### src/rtl/arcade_loader.sv
// HPS download sink for an arcade core: routes ROM bytes to a write port,
// captures machine-select and DIP bytes, and holds the core in reset around downloads.
module arcade_loader #(
    parameter int HOLD_CYCLES = 16,
    parameter int ROM_BYTES   = 16384
) (
    input  logic        clk_sys,
    input  logic        reset,
    input  logic        ioctl_download,
    input  logic        ioctl_wr,
    input  logic [24:0] ioctl_addr,
    input  logic [7:0]  ioctl_dout,
    input  logic [7:0]  ioctl_index,
    output logic        rom_wr,
    output logic [15:0] rom_addr,
    output logic [7:0]  rom_data,
    output logic [7:0]  mod,
    output logic [63:0] sw,
    output logic        core_reset,
    output logic [16:0] rom_count,
    output logic        rom_err
);
    localparam int              HW      = $clog2(HOLD_CYCLES + 1);
    localparam logic [HW-1:0]   LP_HEND = HW'(HOLD_CYCLES - 1);
    localparam logic [24:0]     LP_LIM  = 25'(ROM_BYTES);
    localparam logic [16:0]     LP_SAT  = 17'(ROM_BYTES);

    typedef enum logic [2:0] {S_IDLE, S_ROM, S_MOD, S_DIP, S_HOLD} state_t;

    state_t        r_state, w_next, w_entry;
    logic          r_dl_d;
    logic [7:0]    r_idx;
    logic          r_ign;
    logic [HW-1:0] r_hold;
    logic          r_rom_wr;
    logic [15:0]   r_rom_addr;
    logic [7:0]    r_rom_data;
    logic [7:0]    r_mod;
    logic [63:0]   r_sw;
    logic [16:0]   r_rom_count;
    logic          r_rom_err;

    logic w_rise, w_fall, w_xfer, w_idx_chg, w_byte, w_enter, w_ign;

    assign w_rise    = ioctl_download & ~r_dl_d;
    assign w_fall    = ~ioctl_download & r_dl_d;
    assign w_xfer    = (r_state == S_ROM) || (r_state == S_MOD) || (r_state == S_DIP);
    assign w_idx_chg = w_xfer && ioctl_download && (ioctl_index != r_idx);
    // A byte arriving with a changed index belongs to no valid transfer; drop it.
    assign w_byte    = w_xfer && ioctl_wr && !w_idx_chg;
    assign w_enter   = w_rise && ((r_state == S_IDLE) || (r_state == S_HOLD));
    assign w_ign     = (ioctl_index != 8'd0) && (ioctl_index != 8'd1) && (ioctl_index != 8'd254);

    always_comb begin
        w_entry = S_DIP;
        if (ioctl_index == 8'd0)
            w_entry = S_ROM;
        else if (ioctl_index == 8'd1)
            w_entry = S_MOD;
    end

    always_comb begin
        w_next = r_state;
        case (r_state)
            S_IDLE: if (w_rise) w_next = w_entry;
            S_ROM, S_MOD, S_DIP: if (w_idx_chg || w_fall) w_next = S_HOLD;
            S_HOLD: begin
                if (w_rise)
                    w_next = w_entry;
                else if (r_hold == LP_HEND)
                    w_next = S_IDLE;
            end
            default: w_next = S_IDLE;
        endcase
    end

    always_ff @(posedge clk_sys) begin
        if (reset) begin
            r_state     <= S_IDLE;
            // Track the strobe through reset so a transfer still in flight is not re-entered.
            r_dl_d      <= ioctl_download;
            r_idx       <= 8'd0;
            r_ign       <= 1'b0;
            r_hold      <= '0;
            r_rom_wr    <= 1'b0;
            r_rom_addr  <= 16'd0;
            r_rom_data  <= 8'd0;
            r_mod       <= 8'd0;
            r_sw        <= {64{1'b1}};
            r_rom_count <= 17'd0;
            r_rom_err   <= 1'b0;
        end else begin
            r_state  <= w_next;
            r_dl_d   <= ioctl_download;
            r_rom_wr <= 1'b0;
            r_hold   <= (r_state == S_HOLD && w_next == S_HOLD) ? r_hold + 1'b1 : '0;

            if (w_enter) begin
                r_idx <= ioctl_index;
                r_ign <= w_ign;
                if (ioctl_index == 8'd0) begin
                    r_rom_count <= 17'd0;
                    r_rom_err   <= 1'b0;
                end
            end

            if (w_idx_chg)
                r_rom_err <= 1'b1;

            if (r_state == S_ROM && w_byte) begin
                if (ioctl_addr < LP_LIM) begin
                    r_rom_wr    <= 1'b1;
                    r_rom_addr  <= ioctl_addr[15:0];
                    r_rom_data  <= ioctl_dout;
                    r_rom_count <= (r_rom_count == LP_SAT) ? r_rom_count : r_rom_count + 17'd1;
                    if (ioctl_addr != {8'd0, r_rom_count})
                        r_rom_err <= 1'b1;
                end else begin
                    r_rom_err <= 1'b1;
                end
            end

            if (r_state == S_MOD && w_byte)
                r_mod <= ioctl_dout;

            if (r_state == S_DIP && w_byte && !r_ign && ioctl_addr[24:3] == 22'd0)
                r_sw[{ioctl_addr[2:0], 3'b000} +: 8] <= ioctl_dout;
        end
    end

    assign rom_wr     = r_rom_wr;
    assign rom_addr   = r_rom_addr;
    assign rom_data   = r_rom_data;
    assign mod        = r_mod;
    assign sw         = r_sw;
    assign rom_count  = r_rom_count;
    assign rom_err    = r_rom_err;
    assign core_reset = reset || (r_state != S_IDLE) || w_rise;
endmodule

### config.mk
export PLATFORM = sky130hd
export DESIGN_NAME = arcade_loader
export DESIGN_NICKNAME = d
export VERILOG_FILES = /design/src/rtl/arcade_loader.sv
export SDC_FILE = /design/constraint.sdc
export NUM_CORES = 1
export LEC_CHECK = 0
export CORE_ASPECT_RATIO = 0.9
export CORE_MARGIN = 2
export CORE_UTILIZATION = 45
export DETAILED_ROUTE_END_ITERATION = 7
export DONT_BUFFER_PORTS = 1
export PLACE_DENSITY_LB_ADDON = 0.05
export SKIP_CTS_REPAIR_TIMING = 1
export SLEW_MARGIN = 30
export SYNTH_ARGS = -nofsm -noshare
export SYNTH_HDL_FRONTEND = slang
export SYNTH_SLANG_ARGS = --single-unit
### constraint.sdc
create_clock -name clk_sys -period 3.5 [get_ports clk_sys]
set_input_delay 0.525 -clock clk_sys [delete_from_list [all_inputs] [get_ports clk_sys]]
set_output_delay 0.525 -clock clk_sys [all_outputs]
set_load 0.02 [all_outputs]
### Yosys cells after proc, flatten, opt, wreduce, memory -nomap -nowiden

Index checks and enable logic that the tools add are counted.

* add/sub/neg operators: 3
* multiply operators: 0
* divide/modulo/power cells: 0
* magnitude comparators: 1
* eq/ne operators: 13
* shift-type cells: 2
* multiplexer cells: 20
* bitwise operators: 6
* reduce and logical (&&, ||, !) cells: 30

Operator list (count)
* 17-bit 2-to-1 mux: 5
* 64-bit bitwise mux: 1
* 8-bit by 8-bit variable shift with 64-bit output, first input constant: 1
* 8-bit by 8-bit variable part select with 64-bit output: 1
* 25-bit by 15-bit < comparator with 1-bit output, second input constant: 1
* 25-bit by 17-bit != test with 1-bit output: 1
* 22-bit zero test: 1
* 17-bit by 1-bit adder with 17-bit output, second input constant: 1
* 17-bit by 15-bit == test with 1-bit output, second input constant: 1
* 1-bit logical AND: 13
* 3-bit 2-to-1 mux: 4
* 3-bit one-hot mux with 3 select lines: 1
* 8-bit by 1-bit == test with 1-bit output, second input constant: 1
* 8-bit zero test: 1
* 1-bit 2-to-1 mux: 8
* 8-bit by 1-bit != test with 1-bit output, second input constant: 1
* 8-bit != test: 1
* 8-bit != test, second input constant: 1
* 6-bit negation with 8-bit output: 1
* 8-bit nonzero test: 1
* 3-bit by 2-bit == test with 1-bit output, second input constant: 2
* 3-bit == test, second input constant: 2
* 1-bit logical OR: 6
* 5-bit by 1-bit adder with 5-bit output, second input constant: 1
* 12 further kinds: 18

* register bits after elaboration: 133
* latch bits: 0
* RAM bits: 0
* bits in read-only memories: 0
* input port bits: 45
* output and inout port bits: 116
* word-level logic and storage cells: 87
* memories kept: 0

### Logic depth before layout (Yosys ltp)

* word-level depth: 12
* depth in mapped cells: 9
* depth with buffers taken out: 8

### Worst setup path before layout

Ideal clock, no wire load.

* kind: input to register
* start: in ioctl_addr[0]
* end: reg r_sw[48] (netlist: sw[48])
* setup time: 0.072 ns
* arrival time: 2.226 ns
* required time: 3.428 ns
* path slack: 1.202 ns
* cell stages on the path: 6
* buffers on the path: 0
* path through: inv_1 ha_1 ha_1 or3_1 nor4_4 mux2i_1

* longest elaborated chain between the ends: 3
* elaborated cells on any way between the ends: 4
* those cells by class: 1 x add/sub; 2 x shift; 1 x mux

RTL lines
* start, declared: RTL line 11 `input logic [24:0] ioctl_addr,`
* 6-bit negation with 8-bit output *: RTL line 127 `r_sw[{ioctl_addr[2:0], 3'b000} +: 8] <= ioctl_dout;`
* 8-bit by 8-bit variable part select with 64-bit output or 8-bit by 8-bit variable shift with 64-bit output (tied branches): RTL line 127
* 64-bit bitwise mux *: RTL line 127
* end signal, assigned: RTL line 89 `r_sw <= {64{1'b1}};`
* end signal, assigned by index: RTL line 127
* end, declared: RTL line 39 `logic [63:0] r_sw;`

Mark *: on every way between the ends. The rest lies on a longest branch, timed or not.
A chain may end at the register's enable or synchronous reset.

### Worst setup path after layout

* start: reg r_state[0]
* end: reg r_rom_count[11] (netlist: rom_count[11])

* longest elaborated chain between the ends: 9
* elaborated cells on any way between the ends: 19
* those cells by class: 5 x eq/ne; 3 x mux; 11 x reduce/logical

RTL lines
* start, declared: RTL line 30 `state_t r_state, w_next, w_entry;`
* start signal, assigned: RTL line 93 `r_state <= w_next;`
* 3-bit by 1-bit == test with 1-bit output or 3-bit by 2-bit == test with 1-bit output (tied branches): RTL line 47, 110
* 1-bit logical OR (2 in series): RTL line 47 `assign w_xfer = (r_state == S_ROM) || (r_state == S_MOD) || (r_state == S_DIP);`
* 1-bit logical AND (2 in series): RTL line 48 `assign w_idx_chg = w_xfer && ioctl_download && (ioctl_index != r_idx);`
* 1-bit zero test: RTL line 50 `assign w_byte = w_xfer && ioctl_wr && !w_idx_chg;`
* 1-bit logical AND: RTL line 50
* 1-bit logical AND: RTL line 110 `if (r_state == S_ROM && w_byte) begin`
* 3-bit != test (no line) or 17-bit 2-to-1 mux (tied branches)
* end signal, assigned: RTL line 115 `r_rom_count <= (r_rom_count == LP_SAT) ? r_rom_count : r_rom_count + 17'd1;`
* end, declared: RTL line 40 `logic [16:0] r_rom_count;`

Parallel ways exist; a longest one is shown, timed or not.

==> run_results.csv <==
group,metric,value,unit
synthesis,async_flop_share,0,%
pwr,pwr-share-comb,4.3,%
run,maxCapViolations,0,
critical_path,worstPathMaxFanout,29,
grt,antenna_found_initial,0,
clocking,cts.htree.levels,4,
sta,finalCritPeriodShare,75.85,%
critical_path,ff2ff_setup_slack,0.85,ns
synthesis,synth_ff_type,"dfxtp_1",
synthesis,syn-num-nets,708,
grt,grt_max_degree,123,
floorplan,num_rows,39,
sta,max_freq,376.7,MHz
cells_and_area,diodes,0,
synthesis,synth_seq_cells,133,
worst_hold_path,hold_path.class,"in -> reg",
synthesis,synth_edf_count,0,
sta,clock-skew-final,0.006582,ns
cells_and_area,drive_gt1_share,8.346,%
cells_and_area,fillers,1181,
routing,vias,4885,
pwr,power.clock.fraction,52.0,%
cells_and_area,final_area,0.006653,sq mm
grt,grt_pass1_vias,4664,
grt,grt_use_total,23.55,%
cells_and_area,layout.nets,685,
routing,drt_first_pass_iters,5,
cells_and_area,seqCellArea,0.002663,sq mm
sta,slew_headroom,35.32,%
sta,grt_setup_unrepaired,"false",
clocking,cts_made_buffers,17,
sta,slew_violations,0,
routing,wl_per_cell,20.55,microns
clocking,cts_tree,"built",
sta,layout_min_cycle_time,2.655,ns
synthesis,ys_types,55,
pwr,swShare,22.13,%
placed_design,hpwl,11500,microns
clocking,cts_sinks,133,
routing,first_iter_violations,344,
critical_path,r2r_end,"rom_count[11]",
worst_hold_path,hold_start,"ioctl_download",
synthesis,syn_area,0.005974,sq mm
floorplan,die_height,113.3,microns
worst_hold_path,min_path_cells,0,
pwr,power.total,3.537,mW
synthesis,ys_seq_area_share,44.57,%
cells_and_area,area_growth,11.35,%
floorplan,die_width,125.5,microns
sta,hold_viol,0,
critical_path,crit_type,"reg -> reg",
routing,drt_wl_total,16670,microns
pwr,p_int,2.754,mW
placed_design,port-buffer-count,0,
critical_path,crit_arrival,2.93,ns
placed_design,pre_cts_ws,0.7310,ns
sta,setup_tns,0,ns
cells_and_area,final_cells,811,
clocking,clk_pin_slew_worst_paths,0.06,ns
critical_path,required,3.78,ns
floorplan,start_util,46.55,%
critical_path,start_kind,"register",
synthesis,avgSynthCellArea,9.094,sq um
routing,drc,0,
clocking,clock_latency,0.42,ns
critical_path,critPathCaptureType,"register",
pwr,p_leak,2.169,nW
floorplan,core_region_area,0.01283,sq mm
grt,grt_pass1_wl,26250,microns
floorplan,ios,161,
floorplan,fp.dieArea,0.01422,sq mm
synthesis,yosysWarnings,0,
clocking,cts_buffer_depth,2,
pwr,p_sw,782.5,uW
routing,vias_per_cell,6.023,
synthesis,syn_inst,657,
status,status,"finished clean",
sta,worst_pin_slew,0.9679,ns
sta,worst_slack,0.8451,ns
grt,gr-total-overflow,0,
cells_and_area,multi_input_area,0.003067,sq mm
critical_path,r2r_start,"r_state[0]",
sta,hold_slack,0.1296,ns
pwr,ir_drop,0.4620,mV
placed_design,placed_cells,779,
pwr,powerDensity,531.6,mW/mm^2
placed_design,gp_congestion,0.7786,
pwr,pwr-share-seq,43.7,%
placed_design,placed_area,0.006032,sq mm
sta,setup_viol,0,
clocking,cts_root_buffer,"clkbuf_16",
routing,detail-route-antenna-nets,0,
critical_path,reg2reg_depth,5,
cells_and_area,final_util,51.84,%
worst_hold_path,holdPathEnd,"r_dl_d",
## cell usage in the layout, fill, tap and decap left out, types with 4 or more instances in the layout
cell / n
and3_1: 4
buf_4: 7
nor3b_1: 4
a211o_1: 17
ha_1: 6
o21a_1: 16
o21ai_0: 35
inv_1: 12
or4_1: 6
xnor2_1: 12
nand2_1: 33
nand3_1: 22
nor4_1: 11
a31oi_1: 4
clkbuf_16: 17
nor3_1: 11
nand2b_1: 7
mux2i_1: 57
o31ai_1: 6
a21oi_1: 46
clkinvlp_4: 5
nor4b_1: 4
nand4_1: 40
dfxtp_1: 133
xor2_1: 14
nor2_1: 73
## cell usage after synthesis (all sizes together) (3+ instances only)
library cell	count	area (sq um)
dfxtp	133	2663
nor2	73	274.0
mux2i	57	570.6
a21oi	46	230.2
nand4	41	262.8
clkbuf	37	138.9
o21ai	35	175.2
nand2	33	123.9
nand3	24	137.6
a211o	17	148.9
o21a	16	120.1
nor3	14	103.9
nor4	14	123.9
xor2	14	122.6
xnor2	13	121.4
buf	12	76.32
inv	12	45.04
nand2b	7	43.79
or4	7	56.30
ha	6	75.07
o31ai	6	45.04
a31oi	4	25.02
and3	4	25.02
nor3b	4	30.03
nor4b	4	35.03
and4	3	27.53
nand3b	3	22.52
o211ai	3	22.52
## critical path: stages (launching register included)
cell and delay, ns:
dfxtp_1 0.56, nor4bb_4 0.26, buf_4 0.33, nand2_1 0.63, o311ai_0 0.57, o41ai_1 0.16
## how the worst max path moves through the flow
stage	cells past startpoint	slack, ns	end	from
2_1_floorplan	6	1.20	sw[48]	ioctl_addr[0]
3_3_place_gp	4	0.76	sw[35]	ioctl_addr[11]
3_5_place_dp	4	0.73	sw[35]	ioctl_addr[11]
4_1_cts	5	0.87	rom_count[11]	r_state[0]
5_1_grt	5	0.57	rom_count[11]	r_state[0]
6_report	5	0.85	rom_count[11]	r_state[0]
## cells by family after synthesis
group,after synthesis,share of synthesized area (%)
multiplexers,57,9.550
AND/OR/NAND/NOR,238,22.12
buffers and inverters,61,4.356
AO/OA/AOI/OAI,135,14.07
adder cells (fa/ha/maj),6,1.257
flip-flops,133,44.57
XOR/XNOR,27,4.084
## state kept, by name, summed over array words and instances, names as in the netlist
name	cells
mod	8
r_dl_d	1
r_hold	5
r_idx	8
r_ign	1
r_state	3
rom_addr	16
rom_count	17
rom_data	8
rom_err	1
rom_wr	1
sw	64
## metal layers
layer / part of all wire (%) / vias up / routed length [microns] / track usage, %
met4: 1.1 / 0 / 176 / 7.630
met3: 8.5 / 17 / 1419 / 9.456
met2: 45 / 160 / 7484 / 35.53
li1: - / 2341 / - / -
met5: 0 / - / 0 / 0
met1: 46 / 2367 / 7585 / 30.90
## power groups by stage
stage / Combinational, mW / Clock (mW) / Sequential (mW)
floorplan: 0.140 / 0 / 1.57
global route: 0.168 / 1.95 / 1.55
global placement: 0.147 / 0 / 1.58
CTS: 0.151 / 1.88 / 1.55
detailed placement: 0.150 / 0 / 1.58
finish: 0.150 / 1.84 / 1.55
## area by class of cell
cell class                      count  share of cell area, %
Clock inverter                     11                  2.257
Sequential cell                   133                  40.02
Tap cell                          164                  3.084
Clock buffer                       21                  7.072
Timing Repair Buffer                7                 0.7899
Inverter                           12                 0.6771
Multi-Input combinational cell    463                  46.10
No activity file was read; power rests on OpenSTA's default activity.
